[src/rtl/att_sched_pkg.sv]
// Shared types and constants for the attitude update scheduler.
// Holds the FSM encoding, default timing parameters and the saturating-counter helper.
package att_sched_pkg;

  typedef enum logic [2:0] {
    IDLE     = 3'd0,
    IMU_RD   = 3'd1,
    ACC_CALC = 3'd2,
    FILTER   = 3'd3,
    SETTLE   = 3'd4,
    PUBLISH  = 3'd5
  } att_state_e;

  localparam int DEF_PERIOD_CYC  = 100000;
  localparam int DEF_TIMEOUT_CYC = 5000;
  localparam int DEF_FILTER_LAT  = 1;

  localparam int SEQ_W  = 16;
  localparam int STAT_W = 8;

  function automatic logic [STAT_W-1:0] sat_inc(input logic [STAT_W-1:0] v);
    return (v == {STAT_W{1'b1}}) ? v : v + 1'b1;
  endfunction

endpackage

[src/rtl/att_update_sched_if.sv]
// Bundle between the scheduler and the IMU reader, accel-angle unit, cmp_filter and PID stage.
// Also carries the status counters, fault flags and the FSM state for observation.
interface att_update_sched_if;
  import att_sched_pkg::*;

  // imu_rd_req is a level held until a one-cycle imu_rd_done; acc_start, acc_done,
  // cmp_filter_en and att_valid are one-cycle strobes with no backpressure.
  // A done pulse that arrives outside its wait state is dropped.
  logic              sched_en;
  logic              fault_clr;
  logic              imu_rd_req;
  logic              imu_rd_done;
  logic              acc_start;
  logic              acc_done;
  logic              cmp_filter_en;
  logic              att_valid;
  logic              busy;
  logic [SEQ_W-1:0]  seq_cnt;
  logic [STAT_W-1:0] ovr_cnt;
  logic [STAT_W-1:0] err_cnt;
  logic              imu_fault;
  logic              acc_fault;
  att_state_e        state;

  modport master (
    input  sched_en, fault_clr, imu_rd_done, acc_done,
    output imu_rd_req, acc_start, cmp_filter_en, att_valid, busy,
           seq_cnt, ovr_cnt, err_cnt, imu_fault, acc_fault, state
  );

  modport slave (
    output sched_en, fault_clr, imu_rd_done, acc_done,
    input  imu_rd_req, acc_start, cmp_filter_en, att_valid, busy,
           seq_cnt, ovr_cnt, err_cnt, imu_fault, acc_fault, state
  );

endinterface

[src/rtl/att_period_timer.sv]
// Free-running period counter that emits a one-cycle tick every PERIOD_CYC cycles.
// The count is parked at zero while disabled so a fresh enable always waits a full period.
module att_period_timer #(
  parameter int PERIOD_CYC = 100000
) (
  input  logic clk,
  input  logic rst,
  input  logic en,
  output logic tick
);

  localparam int            CW   = (PERIOD_CYC > 1) ? $clog2(PERIOD_CYC) : 1;
  localparam logic [CW-1:0] LAST = CW'(PERIOD_CYC - 1);

  logic [CW-1:0] cnt;

  always_ff @(posedge clk) begin
    if (rst || !en) begin
      cnt <= '0;
    end else if (cnt == LAST) begin
      cnt <= '0;
    end else begin
      cnt <= cnt + 1'b1;
    end
  end

  assign tick = en && (cnt == LAST);

endmodule

[src/rtl/att_update_sched.sv]
// Attitude update sequencer: tick -> IMU read -> accel angles -> filter enable -> settle -> publish.
// Tracks timeouts and dropped ticks with sticky faults and saturating counters.
module att_update_sched
  import att_sched_pkg::*;
#(
  parameter int PERIOD_CYC  = DEF_PERIOD_CYC,
  parameter int TIMEOUT_CYC = DEF_TIMEOUT_CYC,
  parameter int FILTER_LAT  = DEF_FILTER_LAT
) (
  input logic                clk,
  input logic                rst,
  att_update_sched_if.master bus
);

  localparam int            TW       = (TIMEOUT_CYC > 1) ? $clog2(TIMEOUT_CYC) : 1;
  localparam logic [TW-1:0] TO_LAST  = TW'(TIMEOUT_CYC - 1);
  localparam int            LW       = (FILTER_LAT > 1) ? $clog2(FILTER_LAT) : 1;
  localparam logic [LW-1:0] LAT_LAST = LW'(FILTER_LAT - 1);

  att_state_e        state;
  att_state_e        state_n;
  logic              tick;
  logic              to_hit;
  logic              imu_to;
  logic              acc_to;
  logic [TW-1:0]     to_cnt;
  logic [LW-1:0]     lat_cnt;
  logic              acc_start_q;
  logic              att_valid_q;
  logic              imu_fault_q;
  logic              acc_fault_q;
  logic [SEQ_W-1:0]  seq_q;
  logic [STAT_W-1:0] ovr_q;
  logic [STAT_W-1:0] err_q;

  att_period_timer #(
    .PERIOD_CYC(PERIOD_CYC)
  ) u_timer (
    .clk (clk),
    .rst (rst),
    .en  (bus.sched_en),
    .tick(tick)
  );

  assign to_hit = (to_cnt == TO_LAST);

  // A done seen on the limit cycle is checked first, so it beats the timeout.
  always_comb begin
    state_n           = state;
    imu_to            = 1'b0;
    acc_to            = 1'b0;
    bus.imu_rd_req    = 1'b0;
    bus.cmp_filter_en = 1'b0;
    bus.busy          = 1'b0;
    if (!bus.sched_en) begin
      state_n = IDLE;
    end else begin
      case (state)
        IDLE:     if (tick) state_n = IMU_RD;
        IMU_RD: begin
          if (bus.imu_rd_done) begin
            state_n = ACC_CALC;
          end else if (to_hit) begin
            state_n = IDLE;
            imu_to  = 1'b1;
          end
        end
        ACC_CALC: begin
          if (bus.acc_done) begin
            state_n = FILTER;
          end else if (to_hit) begin
            state_n = IDLE;
            acc_to  = 1'b1;
          end
        end
        FILTER:   state_n = SETTLE;
        SETTLE:   if (lat_cnt == LAT_LAST) state_n = PUBLISH;
        PUBLISH:  state_n = IDLE;
        default:  state_n = IDLE;
      endcase
    end
    bus.imu_rd_req    = (state == IMU_RD);
    bus.cmp_filter_en = (state == FILTER);
    bus.busy          = (state != IDLE);
  end

  always_ff @(posedge clk) begin
    if (rst) begin
      state       <= IDLE;
      to_cnt      <= '0;
      lat_cnt     <= '0;
      acc_start_q <= 1'b0;
      att_valid_q <= 1'b0;
      imu_fault_q <= 1'b0;
      acc_fault_q <= 1'b0;
      seq_q       <= '0;
      ovr_q       <= '0;
      err_q       <= '0;
    end else begin
      state <= state_n;

      // Restart the wait budget on every state change; only the two wait states count.
      if (state_n != state) begin
        to_cnt <= '0;
      end else if (state == IMU_RD || state == ACC_CALC) begin
        to_cnt <= to_cnt + 1'b1;
      end

      if (state == SETTLE && state_n == SETTLE) begin
        lat_cnt <= lat_cnt + 1'b1;
      end else begin
        lat_cnt <= '0;
      end

      acc_start_q <= (state == IMU_RD) && (state_n == ACC_CALC);
      att_valid_q <= (state == PUBLISH) && bus.sched_en;

      if (state == PUBLISH && bus.sched_en) seq_q <= seq_q + 1'b1;
      if (tick && state != IDLE)            ovr_q <= sat_inc(ovr_q);
      if (imu_to || acc_to)                 err_q <= sat_inc(err_q);

      if (imu_to)             imu_fault_q <= 1'b1;
      else if (bus.fault_clr) imu_fault_q <= 1'b0;
      if (acc_to)             acc_fault_q <= 1'b1;
      else if (bus.fault_clr) acc_fault_q <= 1'b0;
    end
  end

  assign bus.acc_start = acc_start_q;
  assign bus.att_valid = att_valid_q;
  assign bus.seq_cnt   = seq_q;
  assign bus.ovr_cnt   = ovr_q;
  assign bus.err_cnt   = err_q;
  assign bus.imu_fault = imu_fault_q;
  assign bus.acc_fault = acc_fault_q;
  assign bus.state     = state;

endmodule

[src/flat_wrapper.sv]
// flat-port wrapper written by rule: the top's interface ports become plain ports
module att_update_sched_flat import att_sched_pkg::*;
#(
  parameter int PERIOD_CYC  = DEF_PERIOD_CYC,
  parameter int TIMEOUT_CYC = DEF_TIMEOUT_CYC,
  parameter int FILTER_LAT  = DEF_FILTER_LAT
)
  (clk, rst, bus_sched_en, bus_fault_clr, bus_imu_rd_done, bus_acc_done, bus_imu_rd_req, bus_acc_start, bus_cmp_filter_en, bus_att_valid, bus_busy, bus_seq_cnt, bus_ovr_cnt, bus_err_cnt, bus_imu_fault, bus_acc_fault, bus_state);
  att_update_sched_if bus_i ();
  input logic clk;
  input logic rst;
  input wire logic [$bits(bus_i.sched_en)-1:0] bus_sched_en;
  input wire logic [$bits(bus_i.fault_clr)-1:0] bus_fault_clr;
  input wire logic [$bits(bus_i.imu_rd_done)-1:0] bus_imu_rd_done;
  input wire logic [$bits(bus_i.acc_done)-1:0] bus_acc_done;
  output wire logic [$bits(bus_i.imu_rd_req)-1:0] bus_imu_rd_req;
  output wire logic [$bits(bus_i.acc_start)-1:0] bus_acc_start;
  output wire logic [$bits(bus_i.cmp_filter_en)-1:0] bus_cmp_filter_en;
  output wire logic [$bits(bus_i.att_valid)-1:0] bus_att_valid;
  output wire logic [$bits(bus_i.busy)-1:0] bus_busy;
  output wire logic [$bits(bus_i.seq_cnt)-1:0] bus_seq_cnt;
  output wire logic [$bits(bus_i.ovr_cnt)-1:0] bus_ovr_cnt;
  output wire logic [$bits(bus_i.err_cnt)-1:0] bus_err_cnt;
  output wire logic [$bits(bus_i.imu_fault)-1:0] bus_imu_fault;
  output wire logic [$bits(bus_i.acc_fault)-1:0] bus_acc_fault;
  output wire logic [$bits(bus_i.state)-1:0] bus_state;
  assign bus_i.sched_en = bus_sched_en;
  assign bus_i.fault_clr = bus_fault_clr;
  assign bus_i.imu_rd_done = bus_imu_rd_done;
  assign bus_i.acc_done = bus_acc_done;
  assign bus_imu_rd_req = bus_i.imu_rd_req;
  assign bus_acc_start = bus_i.acc_start;
  assign bus_cmp_filter_en = bus_i.cmp_filter_en;
  assign bus_att_valid = bus_i.att_valid;
  assign bus_busy = bus_i.busy;
  assign bus_seq_cnt = bus_i.seq_cnt;
  assign bus_ovr_cnt = bus_i.ovr_cnt;
  assign bus_err_cnt = bus_i.err_cnt;
  assign bus_imu_fault = bus_i.imu_fault;
  assign bus_acc_fault = bus_i.acc_fault;
  assign bus_state = bus_i.state;
  att_update_sched #(.PERIOD_CYC(PERIOD_CYC), .TIMEOUT_CYC(TIMEOUT_CYC), .FILTER_LAT(FILTER_LAT)) u_core (.clk(clk), .rst(rst), .bus(bus_i));
endmodule
[config.mk]
export PLATFORM = sky130hd
export DESIGN_NAME = att_update_sched_flat
export DESIGN_NICKNAME = d
export VERILOG_FILES = /design/src/rtl/att_sched_pkg.sv /design/src/rtl/att_update_sched_if.sv /design/src/rtl/att_period_timer.sv /design/src/rtl/att_update_sched.sv /design/src/flat_wrapper.sv
export SDC_FILE = /design/constraint.sdc
export NUM_CORES = 1
export LEC_CHECK = 0
export ABC_AREA = 1
export CAP_MARGIN = 20
export CORE_UTILIZATION = 55
export CTS_CLUSTER_DIAMETER = 40
export CTS_CLUSTER_SIZE = 40
export DETAILED_ROUTE_END_ITERATION = 7
export PLACE_DENSITY = 0.78
export SYNTH_ARGS = -nofsm -noshare
export SYNTH_HDL_FRONTEND = slang
export SYNTH_SLANG_ARGS = --single-unit
[constraint.sdc]
create_clock -name clk -period 3.9 [get_ports clk]
set_input_delay 1.17 -clock clk [delete_from_list [all_inputs] [get_ports clk]]
set_output_delay 1.17 -clock clk [all_outputs]
set_load 0.03 [all_outputs]
==> flow_summary.toml, run 1 <==
[layout]
fillers = 530
multi_input_area_sq_mm = 0.00177
area.growth.synth_to_final_pct = 19.7
final_common_cell = "nor2_1"
diodes = 0
nNetsFinal = 561
final_util_pct = 69.5
layout-drive-gt1-share_pct = 6.50
final_cell_mix = "79 x nor2_1, 78 x inv_1, 78 x nand2_1, 70 x dfxtp_1, 47 x clkdlybuf4s50_1"
regArea_sq_mm = 0.00140

[floorplanning]
dieArea_sq_mm = 0.00672
die_h_um = 82.0
fp.dieW_um = 82.0
io_pins = 48
num_rows = 28
start_util_pct = 58.0
core-area_sq_mm = 0.00606

[clock_network]
cts_resized = 0
clock_latency_ps = 330
h-tree-depth = 3
cts_setup_buffers = 0
postCtsHoldBufs = 0
clock_sinks = 70
clk_path_buf_depth = 2
cts.reportedPaths.clkPinSlew_ps = 70
cts_tree = "done"
cts_buffers = 9
cts-root-buf = "clkbuf_8"

[setup_path]
crit_arrival_ps = 2020
worst-setup-path-type = "flop to output port"
worstPathRequired_ps = 2730
cp-end-kind = "output port"
cp-start-kind = "flop"
cp_max_fo = 7

[yosys]
ys.flop_type = "dfxtp_1"
ys_seq_area_share_pct = 39.8
syn_area_per_cell_sq_um = 7.06
ys_types = 34
netlist_instances = 498
syn_nets = 509
syn_area_sq_mm = 0.00352
async_flop_share_pct = 0
synth_warnings = 0
ys_ff_latch = 70
synth_edf_count = 0

[sta]
grt_setup_unrepaired = "false"
slew_viol_final = 0
layout_min_cycle_time_ps = 3190
fin_skew_ps = 7.38
hold_ws_ps = 448
fin_tns_setup_ps = 0
setup_violations = 0
finalHoldViolCount = 0
min_period_over_period_pct = 81.9
tightest_slew_ps = 611
max_slew_margin_pct = 59.1
max_freq_mhz = 313

[placement]
dp_hpwl_mm = 5.36
io_buffers = 47
place.gp.congestion = 0.825

[pwr]
power_density_mw_per_mm2 = 298
power_leakage_nw = 1.63
peakVddDrop_v = 0.000193

[drt]
num_vias = 3248
wl_per_cell_um = 11.5
drt.antenna.violating_nets = 0
drt_iter0_markers = 131
first_pass_iters = 4
detail_route.wirelength_mm = 7.23
drc = 0
vias_per_cell = 5.16

[grt]
gr-total-overflow = 0
antenna_found_initial = 0
grt_pass1_wl_mm = 12.4
grt_max_degree = 21
grt_pass1_vias = 2979
grtUsageTotal_pct = 23.7

[job]
drv_cap = 0

[run_status]
status = "complete, no violations"

[hold_path]
min_path_type = "flop to flop"
-- final cells by class --
type / count / share of cell area [%]
Clock inverter: 1 / 0.119
Multi-Input combinational cell: 341 / 42.0
Clock buffer: 14 / 3.86
Inverter: 80 / 7.13
Tap cell: 75 / 2.23
Sequential cell: 70 / 33.3
Timing Repair Buffer: 48 / 11.3
-- routing by layer --
layer  up-vias  routed length (um)  track usage, %
met5         -                   0               0
met4         0                  78            8.95
met3         7                 261            4.11
met2        69                3400            40.0
met1      1475                3500            30.1
li1       1697                   -               -
-- cells by family (layout without fill, tap and decap cells) --
group                      Yosys count  after routing  synth area share (%)
AOI/OAI and AO/OA                   64             64                  9.71
xor gates and xnor gates            24             24                  5.98
adders and majority gates            5              5                  1.78
buffers and inverters               87            143                  9.82
DFF                                 70             70                  39.8
muxes                                1              1                 0.285
other                                1              1                 0.107
and+or+nand+nor                    246            246                  32.5
-- cell usage after synthesis (5+ instances only) --
cell / number / area [sq um]
o21a_1: 5 / 37.5
ha_1: 5 / 62.6
nor3_1: 15 / 75.1
dfxtp_1: 70 / 1400
nand2_1: 78 / 293
nand4_1: 17 / 106
inv_1: 78 / 293
nor2_2: 6 / 37.5
nand3_1: 32 / 160
o21ai_0: 22 / 110
a21oi_1: 33 / 165
xor2_1: 20 / 175
nor2_1: 79 / 297
-- power breakdown --
part | internal [mW] | switching, mW | total, mW
combinational | 0.00978 | 0.0204 | 0.0302
clock | 0.262 | 0.244 | 0.506
sequential | 0.716 | 0.000734 | 0.717
-- metrics by stage --
| step | cell area (sq um) | instances | total power [mW] | setup slack (ps) |
|---|---|---|---|---|
| global route | 4210 | 629 | 1.31 | 576 |
| floorplan | 3520 | 498 | 0.754 | 1520 |
| global placement | 4040 | 614 | 0.762 | 778 |
| detailed placement | 4040 | 614 | 0.763 | 704 |
| finish | 4210 | 629 | 1.25 | 708 |
| CTS | 4210 | 629 | 1.27 | 700 |
-- path summary, 6_finish.rpt --
kind | slack (ps) | cells past startpoint | end | from
max reg2reg | 2010 | 10 | u_core.bus.ovr_cnt[4] | u_core.u_timer.cnt[0]
max | 710 | 5 | bus_busy | u_core.bus.state[1]
min reg2reg | 450 | 1 | u_core.u_timer.cnt[0] | u_core.u_timer.cnt[0]
min | 450 | 1 | u_core.u_timer.cnt[0] | u_core.u_timer.cnt[0]
-- critical path, stage by stage, from the launching register on --
cell and delay (ps):
dfxtp_1 460, inv_1 160, nand2_1 120, nor2_1 50, inv_1 180, clkdlybuf4s50_1 720
-- registers in the layout, summed over array words and instances, names as in the netlist --
name,count
u_core.bus.imu_fault,1
u_core.lat_cnt,1
u_core.bus.acc_start,1
u_core.bus.acc_fault,1
u_core.bus.err_cnt,8
u_core.bus.seq_cnt,16
u_core.bus.ovr_cnt,8
u_core.bus.state,3
u_core.to_cnt,13
u_core.bus.att_valid,1
u_core.u_timer.cnt,17
Note: power is estimated with default switching activity, not from simulation.
==> inputs of run 2 (changes only) <==
Settings changed: CORE_UTILIZATION 55 to 49, PLACE_DENSITY 0.78 to 0.73.
Clock period 3.9 ns to 2.65 ns, I/O delays scaled along.
==> run 2 against run 1 <==
  * Critical path type unchanged
  * Die area rose by 12%
  * Routed wire length down 1.9%
  * Largest power group unchanged
  * Hold slack improved by 12 ps
  * Global-route usage is 3.5 points lower
  * Via count shrank 0.34%
  * Critical path depth stayed put
  * Utilization is 7.2 points lower
  * Flip-flop and latch count is the same
  * Total power up 48%
  * Non-clock buffer count increased by 5
  * Setup slack worse by 530 ps
==> flow_summary.toml, run 2 (same netlist as run 1, synthesis figures left out) <==
[pwr]
p_seq_share_pct = 56.7
power_leakage_nw = 1.69
cell_internal_pwr_mw = 1.46
power.total_mw = 1.86
pwr-share-clk_pct = 40.6
peakVddDrop_v = 0.000284
p_sw_share_pct = 21.6
combinationalPowerShare_pct = 2.7
power_density_mw_per_mm2 = 435
p_sw_mw = 0.402

[sta]
tightest_slew_ps = 595
max_slew_margin_pct = 60.2
layout_min_cycle_time_ps = 2480
fin_tns_setup_ps = 0
min_period_over_period_pct = 93.4
grt_setup_unrepaired = "false"
timing.final.ws_setup_ps = 174
max_freq_mhz = 404
finalHoldViolCount = 0
slew_viol_final = 0
setup_violations = 0
fin_skew_ps = 8.01

[drt]
detail_route.wirelength_mm = 7.09
drc = 0
drt_iter0_markers = 195
wl_per_cell_um = 10.8
vias_per_cell = 4.94
drt.antenna.violating_nets = 0
first_pass_iters = 4
num_vias = 3237

[setup_path]
cp-end-kind = "output port"
worstPathRequired_ps = 1860
worst-setup-path-type = "flop to output port"
cp-start-kind = "flop"
cp_max_fo = 7
crit_arrival_ps = 1680

[clock_network]
cts.reportedPaths.clkPinSlew_ps = 60
clock_sinks = 70
h-tree-depth = 3
cts_setup_buffers = 0
cts-root-buf = "clkbuf_8"
cts_tree = "done"
cts_buffers = 9
clk_path_buf_depth = 2
clock_latency_ps = 350

[run_status]
status = "complete, no violations"

[layout]
largest_register_ffs = 17
final_cell_mix = "79 x nor2_1, 78 x inv_1, 78 x nand2_1, 70 x dfxtp_1, 44 x clkdlybuf4s50_1"
final_common_cell = "nor2_1"
top_register = "u_core.u_timer.cnt"
area.growth.synth_to_final_pct = 21.6
diodes = 0
design_area_sq_mm = 0.00428
layout-drive-gt1-share_pct = 7.33
stdcell_count = 655
nNetsFinal = 566

[job]
drv_cap = 0

[floorplanning]
num_rows = 30
dieArea_sq_mm = 0.00752
core-area_sq_mm = 0.00687
start_util_pct = 51.2
fp.dieW_um = 86.7
die_h_um = 86.7
io_pins = 48

[placement]
io_buffers = 47
pre_cts_ws_ps = 201
postPlaceCellArea_sq_mm = 0.00411
dp_hpwl_mm = 5.32
placedCellCount = 640
place.gp.congestion = 0.820

[grt]
grt_pass1_wl_mm = 12.1
grt_pass1_vias = 2888
grt_max_degree = 20
grtUsageTotal_pct = 20.3
antenna_found_initial = 0
gr-total-overflow = 0

[hold_path]
min_path_type = "flop to flop"
==> run 2: final timing paths <==
| path | from | to | slack [ps] | cells past startpoint |
|---|---|---|---|---|
| worst min-delay path | u_core.u_timer.cnt[0] | u_core.u_timer.cnt[0] | 460 | 1 |
| worst max-delay path | u_core.bus.state[1] | bus_busy | 170 | 5 |
| worst max register to register | u_core.u_timer.cnt[0] | u_core.bus.ovr_cnt[4] | 780 | 10 |
| worst min register to register | u_core.u_timer.cnt[0] | u_core.u_timer.cnt[0] | 460 | 1 |
==> run 2: per-layer routing <==
| metal | vias up | track usage [%] | routed length [um] |
|---|---|---|---|
| li1 | 1696 | - | - |
| met1 | 1460 | 24.0 | 3310 |
| met2 | 72 | 35.3 | 3310 |
| met3 | 9 | 5.24 | 366 |
| met4 | 0 | 7.27 | 101 |
| met5 | - | 0 | 0 |
==> run 2: cell type report <==
class                           count  area [sq um]
Fill cell                         650          2590
Inverter                           80           300
Tap cell                           96           120
Clock inverter                      1          5.00
Sequential cell                    70          1400
Timing Repair Buffer               53           515
Multi-Input combinational cell    341          1770
Clock buffer                       14           163
==> run 2: timing repair <==
item,4_1_cts,5_1_grt
hold endpoints to repair,0,0
resized for setup,2,1
endpoints found under the setup margin,2,1
hold buffers,0,0
==> run 2: worst max-delay path, stage by stage, from the launching register on <==
cell and delay (ps):
dfxtp_1 420, inv_1 130, nand2_1 110, nor2_1 60
inv_1 180, dlygate4sd2_1 440
==> run 2: stage by stage <==
stage | util, % | hold WS [ps]
2_1_floorplan | - | 417
3_3_place_gp | 59.8 | 434
3_5_place_dp | 59.8 | 448
4_1_cts | 62.2 | 462
5_1_grt | 62.2 | 484
6_report | 62.2 | 460
==> run 2: power by group through the flow <==
stage               combinational (mW)  clock (mW)  sequential (mW)
floorplan                       0.0311           0             1.08
global placement                0.0497           0             1.08
detailed placement              0.0504           0             1.08
CTS                             0.0505       0.783             1.05
global route                    0.0559       0.821             1.05
finish                          0.0501       0.755             1.06
